<file path="src/rtl/i2s_clk_sequencer.sv">
// Master-mode I2S timing controller: generates BCLK/LRCLK from programmable
// dividers, single-cycle phase strobes for the serializer/deserializer, and
// sequences the upstream stereo-pair fetch with sticky underrun detection.
// Start is immediate; stop is deferred to the next frame boundary.
module i2s_clk_sequencer #(
  parameter int unsigned DIV_HALF  = 8,
  parameter int unsigned WORD_BITS = 32,
  parameter int unsigned CNT_W     = 8
) (
  input  logic clk_in,
  input  logic reset,
  input  logic enable,
  input  logic clr_underrun,
  input  logic sample_valid,
  output logic sample_req,
  output logic bclk,
  output logic lrclk,
  output logic bclk_rise_stb,
  output logic bclk_fall_stb,
  output logic frame_stb,
  output logic load_stb,
  output logic underrun,
  output logic busy
);

  localparam logic [CNT_W-1:0] DIV_LAST  = CNT_W'(DIV_HALF - 1);
  localparam logic [CNT_W-1:0] WORD_LAST = CNT_W'(WORD_BITS - 1);

  typedef enum logic [1:0] {
    IDLE     = 2'd0,
    RUN      = 2'd1,
    STOPPING = 2'd2
  } state_t;

  state_t           state;
  logic [CNT_W-1:0] div_cnt;
  logic [CNT_W-1:0] bit_cnt;
  logic             pair_held;

  logic running_c;
  logic accept_c;
  logic div_wrap_c;
  logic word_wrap_c;
  logic boundary_c;
  logic stop_now_c;
  logic frame_c;
  logic held_now_c;
  logic underrun_set_c;

  // Event decode for the current cycle: divider wrap, word wrap, frame boundary, handshake
  always_comb begin
    running_c      = 1'b0;
    accept_c       = 1'b0;
    div_wrap_c     = 1'b0;
    word_wrap_c    = 1'b0;
    boundary_c     = 1'b0;
    stop_now_c     = 1'b0;
    frame_c        = 1'b0;
    held_now_c     = 1'b0;
    underrun_set_c = 1'b0;

    running_c   = (state != IDLE);
    accept_c    = sample_req && sample_valid;
    div_wrap_c  = running_c && (div_cnt == DIV_LAST);
    // word wrap only on a falling BCLK edge, so LRCLK moves with BCLK falls
    word_wrap_c = div_wrap_c && bclk && (bit_cnt == WORD_LAST);
    boundary_c  = word_wrap_c && lrclk;
    // a re-raised enable at the boundary keeps the controller running
    stop_now_c  = boundary_c && (state == STOPPING) && !enable;
    frame_c     = boundary_c && !stop_now_c;
    // a pair accepted in the last cycle before frame_stb still counts as on time
    held_now_c     = pair_held || accept_c;
    underrun_set_c = frame_c && !held_now_c;
  end

  // Sequencer: state, dividers, clock outputs, strobes and sample handshake
  always_ff @(posedge clk_in or posedge reset) begin
    if (reset) begin
      state         <= IDLE;
      div_cnt       <= '0;
      bit_cnt       <= '0;
      pair_held     <= 1'b0;
      sample_req    <= 1'b0;
      bclk          <= 1'b0;
      lrclk         <= 1'b0;
      bclk_rise_stb <= 1'b0;
      bclk_fall_stb <= 1'b0;
      frame_stb     <= 1'b0;
      load_stb      <= 1'b0;
      underrun      <= 1'b0;
      busy          <= 1'b0;
    end else begin
      bclk_rise_stb <= 1'b0;
      bclk_fall_stb <= 1'b0;
      frame_stb     <= 1'b0;
      load_stb      <= 1'b0;

      // set has priority over clear
      if (underrun_set_c) begin
        underrun <= 1'b1;
      end else if (clr_underrun) begin
        underrun <= 1'b0;
      end

      case (state)
        IDLE: begin
          if (enable) begin
            // priming frame: no load, no underrun check, request the first pair
            state      <= RUN;
            busy       <= 1'b1;
            div_cnt    <= '0;
            bit_cnt    <= '0;
            bclk       <= 1'b0;
            lrclk      <= 1'b0;
            frame_stb  <= 1'b1;
            sample_req <= 1'b1;
          end
        end

        default: begin
          if ((state == RUN) && !enable) begin
            state <= STOPPING;
          end else if ((state == STOPPING) && enable) begin
            state <= RUN;
          end

          if (accept_c) begin
            sample_req <= 1'b0;
            pair_held  <= 1'b1;
          end

          if (!div_wrap_c) begin
            div_cnt <= div_cnt + CNT_W'(1);
          end else begin
            div_cnt <= '0;
            bclk    <= ~bclk;
            if (!bclk) begin
              bclk_rise_stb <= 1'b1;
            end else if (!word_wrap_c) begin
              bclk_fall_stb <= 1'b1;
              bit_cnt       <= bit_cnt + CNT_W'(1);
            end else if (!lrclk) begin
              // left -> right: fetch the pair for the next frame
              bclk_fall_stb <= 1'b1;
              bit_cnt       <= '0;
              lrclk         <= 1'b1;
              sample_req    <= 1'b1;
            end else if (stop_now_c) begin
              // frame complete while stopping: park with clocks low
              state      <= IDLE;
              busy       <= 1'b0;
              bit_cnt    <= '0;
              lrclk      <= 1'b0;
              sample_req <= 1'b0;
              pair_held  <= 1'b0;
            end else begin
              bclk_fall_stb <= 1'b1;
              bit_cnt       <= '0;
              lrclk         <= 1'b0;
              frame_stb     <= 1'b1;
              if (held_now_c) begin
                load_stb  <= 1'b1;
                pair_held <= 1'b0;
              end
            end
          end
        end
      endcase
    end
  end

endmodule
</file>
<file path="config.mk">
export PLATFORM = sky130hd
export DESIGN_NAME = i2s_clk_sequencer
export DESIGN_NICKNAME = d
export VERILOG_FILES = /design/src/rtl/i2s_clk_sequencer.sv
export SDC_FILE = /design/constraint.sdc
export NUM_CORES = 1
export LEC_CHECK = 0
export CAP_MARGIN = 0
export CORE_UTILIZATION = 59
export CTS_CLUSTER_SIZE = 25
export DETAILED_ROUTE_END_ITERATION = 8
export HOLD_SLACK_MARGIN = 0.08
export PLACE_DENSITY = 0.82
export SLEW_MARGIN = 20
export SYNTH_ARGS = -nofsm -noshare
export SYNTH_HDL_FRONTEND = slang
export SYNTH_SLANG_ARGS = --single-unit
</file>
<file path="constraint.sdc">
create_clock -name clk_in -period 3.3 [get_ports clk_in]
set_input_delay 0.33 -clock clk_in [delete_from_list [all_inputs] [get_ports clk_in]]
set_output_delay 0.33 -clock clk_in [all_outputs]
set_load 0.005 [all_outputs]
</file>
==> results.toml <==
[final_layout]
nNetsFinal = 162
utilization_pct = 70.53
reg.largest.list = "bit_cnt (8), div_cnt (8), state (2)"
drive_above_1_share_pct = 7.792
n_antenna_cell = 0
synthToLayoutAreaGrowth_pct = 13.57

[timing]
grt_setup_unrepaired = "no"
setup_tns_ns = 0
relSlewSlack_pct = 61.70
worst_pin_slew_ns = 0.5737
setup_slack_ns = 0.9545
fin_worst_skew_ns = 0.003675
setup_viol = 0
finalCriticalPeriod_ns = 2.345
max_freq_ghz = 0.4264
report.final.slew_viol_count = 0
finalHoldViolCount = 0
min_period_over_period_pct = 71.07

[cts]
cts_tree = "done"
cts-resized-gates = 0
cts_root_buffer = "clkbuf_4"
clock_latency_ns = 0.32
cts_hold_buf = 0
clockBufferDepth = 2
htree_levels = 1
numCtsBuffers = 3
clock-sinks = 28
cts.clk_slew.worst_paths_ns = 0.15
cts_setup_buffers = 0

[synthesis]
ys.flop_type = "dfrtp_1"
syn_inst = 142
synth.area.top_cells = "dfrtp_1, o21ai_0, nand2_1"
async_flop_share_pct = 100.0
synth.distinct_cells = 42
yosys.area_share.xor_xnor_pct = 1.913
yosysTopAreaCellShare_pct = 51.00
synth_edf_count = 0
synth_top_family_by_area = "simple AND/OR/NAND/NOR gates"
synth_common_cells = "dfrtp_1, nand2_1, o21ai_0"
synth_compound_area_share_pct = 17.03
synth_seq_cells = 28
syn_area_per_cell_um2 = 9.675
synth-seq-area-share_pct = 51.00
synth.net_count = 149
synth_fa_ha_area_share_pct = 1.821
synth_mux_area_share_pct = 2.186
synth_area_mm2 = 0.001374
synth.most_common_cell = "dfrtp_1"
synthSimpleGateAreaFrac_pct = 22.77
yosys.area.top_type = "dfrtp_1"
yosys_warnings = 0

[placed_design]
dp.final_hpwl_um = 1926
place_congestion = 0.8401
io_buffers = 13
dp_slack_ns = 0.9940

[setup_path]
critPathKind = "reg2reg"
crit_path_start_kind = "register"
path_max_fanout = 6
arrival_ns = 2.60
required_ns = 3.56
end_kind = "register"

[grt]
grt_max_degree = 29
grt_first_pass_wirelength_um = 4485
grt_pass1_vias = 1047
antenna_found_initial = 0
overflow = 0
grtUsageTotal_pct = 23.42

[drt]
drtIter0Drc = 39
routed_wl_um = 2718
via_count = 1120
drt-pass1-iter-count = 4
vias_per_cell = 6.154
wl_per_cell_um = 14.93
drtAntennaViolNets = 0
drcViolationCount = 0

[floorplanning]
num_rows = 17
fp.dieH_um = 50.26
ios = 14
die-area_mm2 = 0.002526
coreArea_mm2 = 0.002212
die_w_um = 50.26
start_util_pct = 62.10

[power]
power_density_mw_per_mm2 = 577.3
ir_worst_vdd_v = 0.0004820
leakagePower_nw = 0.6967

[status]
run_status = "finished clean"

[job]
maxCapViolations = 0

[min_path]
hold_class = "in2async"
## stage by stage
stage	hold WS, ns	cells	cell area (um2)	total power, mW
2_1_floorplan	0.3954	142	1374	0.6572
3_3_place_gp	0.5061	178	1524	0.7176
3_5_place_dp	0.5066	178	1524	0.7366
4_1_cts	0.5359	182	1560	0.8981
5_1_grt	0.4062	182	1560	0.9540
6_report	0.3601	182	1560	0.9007
## kinds of logic (layout without fill, tap and decap cells)
family	Yosys count	after routing
flip-flops	28	28
XOR/XNOR	3	3
buffers and inverters	11	23
AO/OA/AOI/OAI	35	35
AND/OR/NAND/NOR	60	60
multiplexers	3	3
adder cells (fa/ha/maj)	2	2
## layer usage
metal	vias to the layer above	routed length [um]	track usage [%]
met1	553	1275	29.94
met3	4	60	3.030
met2	21	1359	40.00
met5	-	0	0
li1	542	-	-
met4	0	22	9.048
## cells in the final DEF (no fill, tap or decap), types with 2 or more instances in the layout
cell type and count:
a21oi_1 2, a22o_1 3, a31oi_1 3, a41o_1 2
and3_1 3, buf_4 2, clkbuf_4 3, clkdlybuf4s50_1 13
dfrtp_1 28, ha_1 2, inv_1 3, mux2i_1 3
nand2_1 19, nand2b_1 2, nand3_1 3, nand4_1 3
nor2_1 12, nor3_1 4, nor4_1 2, o21ai_0 15
or3b_2 2, or4_1 2, xor2_1 2
## critical path, stage by stage (launching register included)
cell,delay (ns)
dfrtp_1,0.41
ha_1,0.21
or4b_1,0.55
or3_1,0.46
or4_1,0.48
a21oi_1,0.16
## where the power goes
part           switching, mW  internal (mW)
sequential            0.0948          0.424
combinational          0.103          0.112
clock                 0.0990         0.0674
## cell type report
class                      instances  area, um2
clock buffer                       4      36.28
sequential                        28      700.7
tap                               28      35.03
timing repair buffer              15      145.1
inverter                           4      15.01
fill                             170      651.9
multi-input combinational        103      628.1
## worst paths after layout
check,depth (start not counted),slack [ns],startpoint,endpoint
setup / recovery,5,0.95,div_cnt[0],bit_cnt[6]
hold / removal,2,0.36,reset,div_cnt[1]
setup reg to reg,5,0.95,div_cnt[0],bit_cnt[6]
hold reg to reg,1,0.53,bclk,bclk_rise_stb
max in group asynchronous,2,2.56,reset,bclk_fall_stb
min in group clk_in,1,0.53,bclk,bclk_rise_stb
Note: power is estimated with default switching activity, not from simulation.
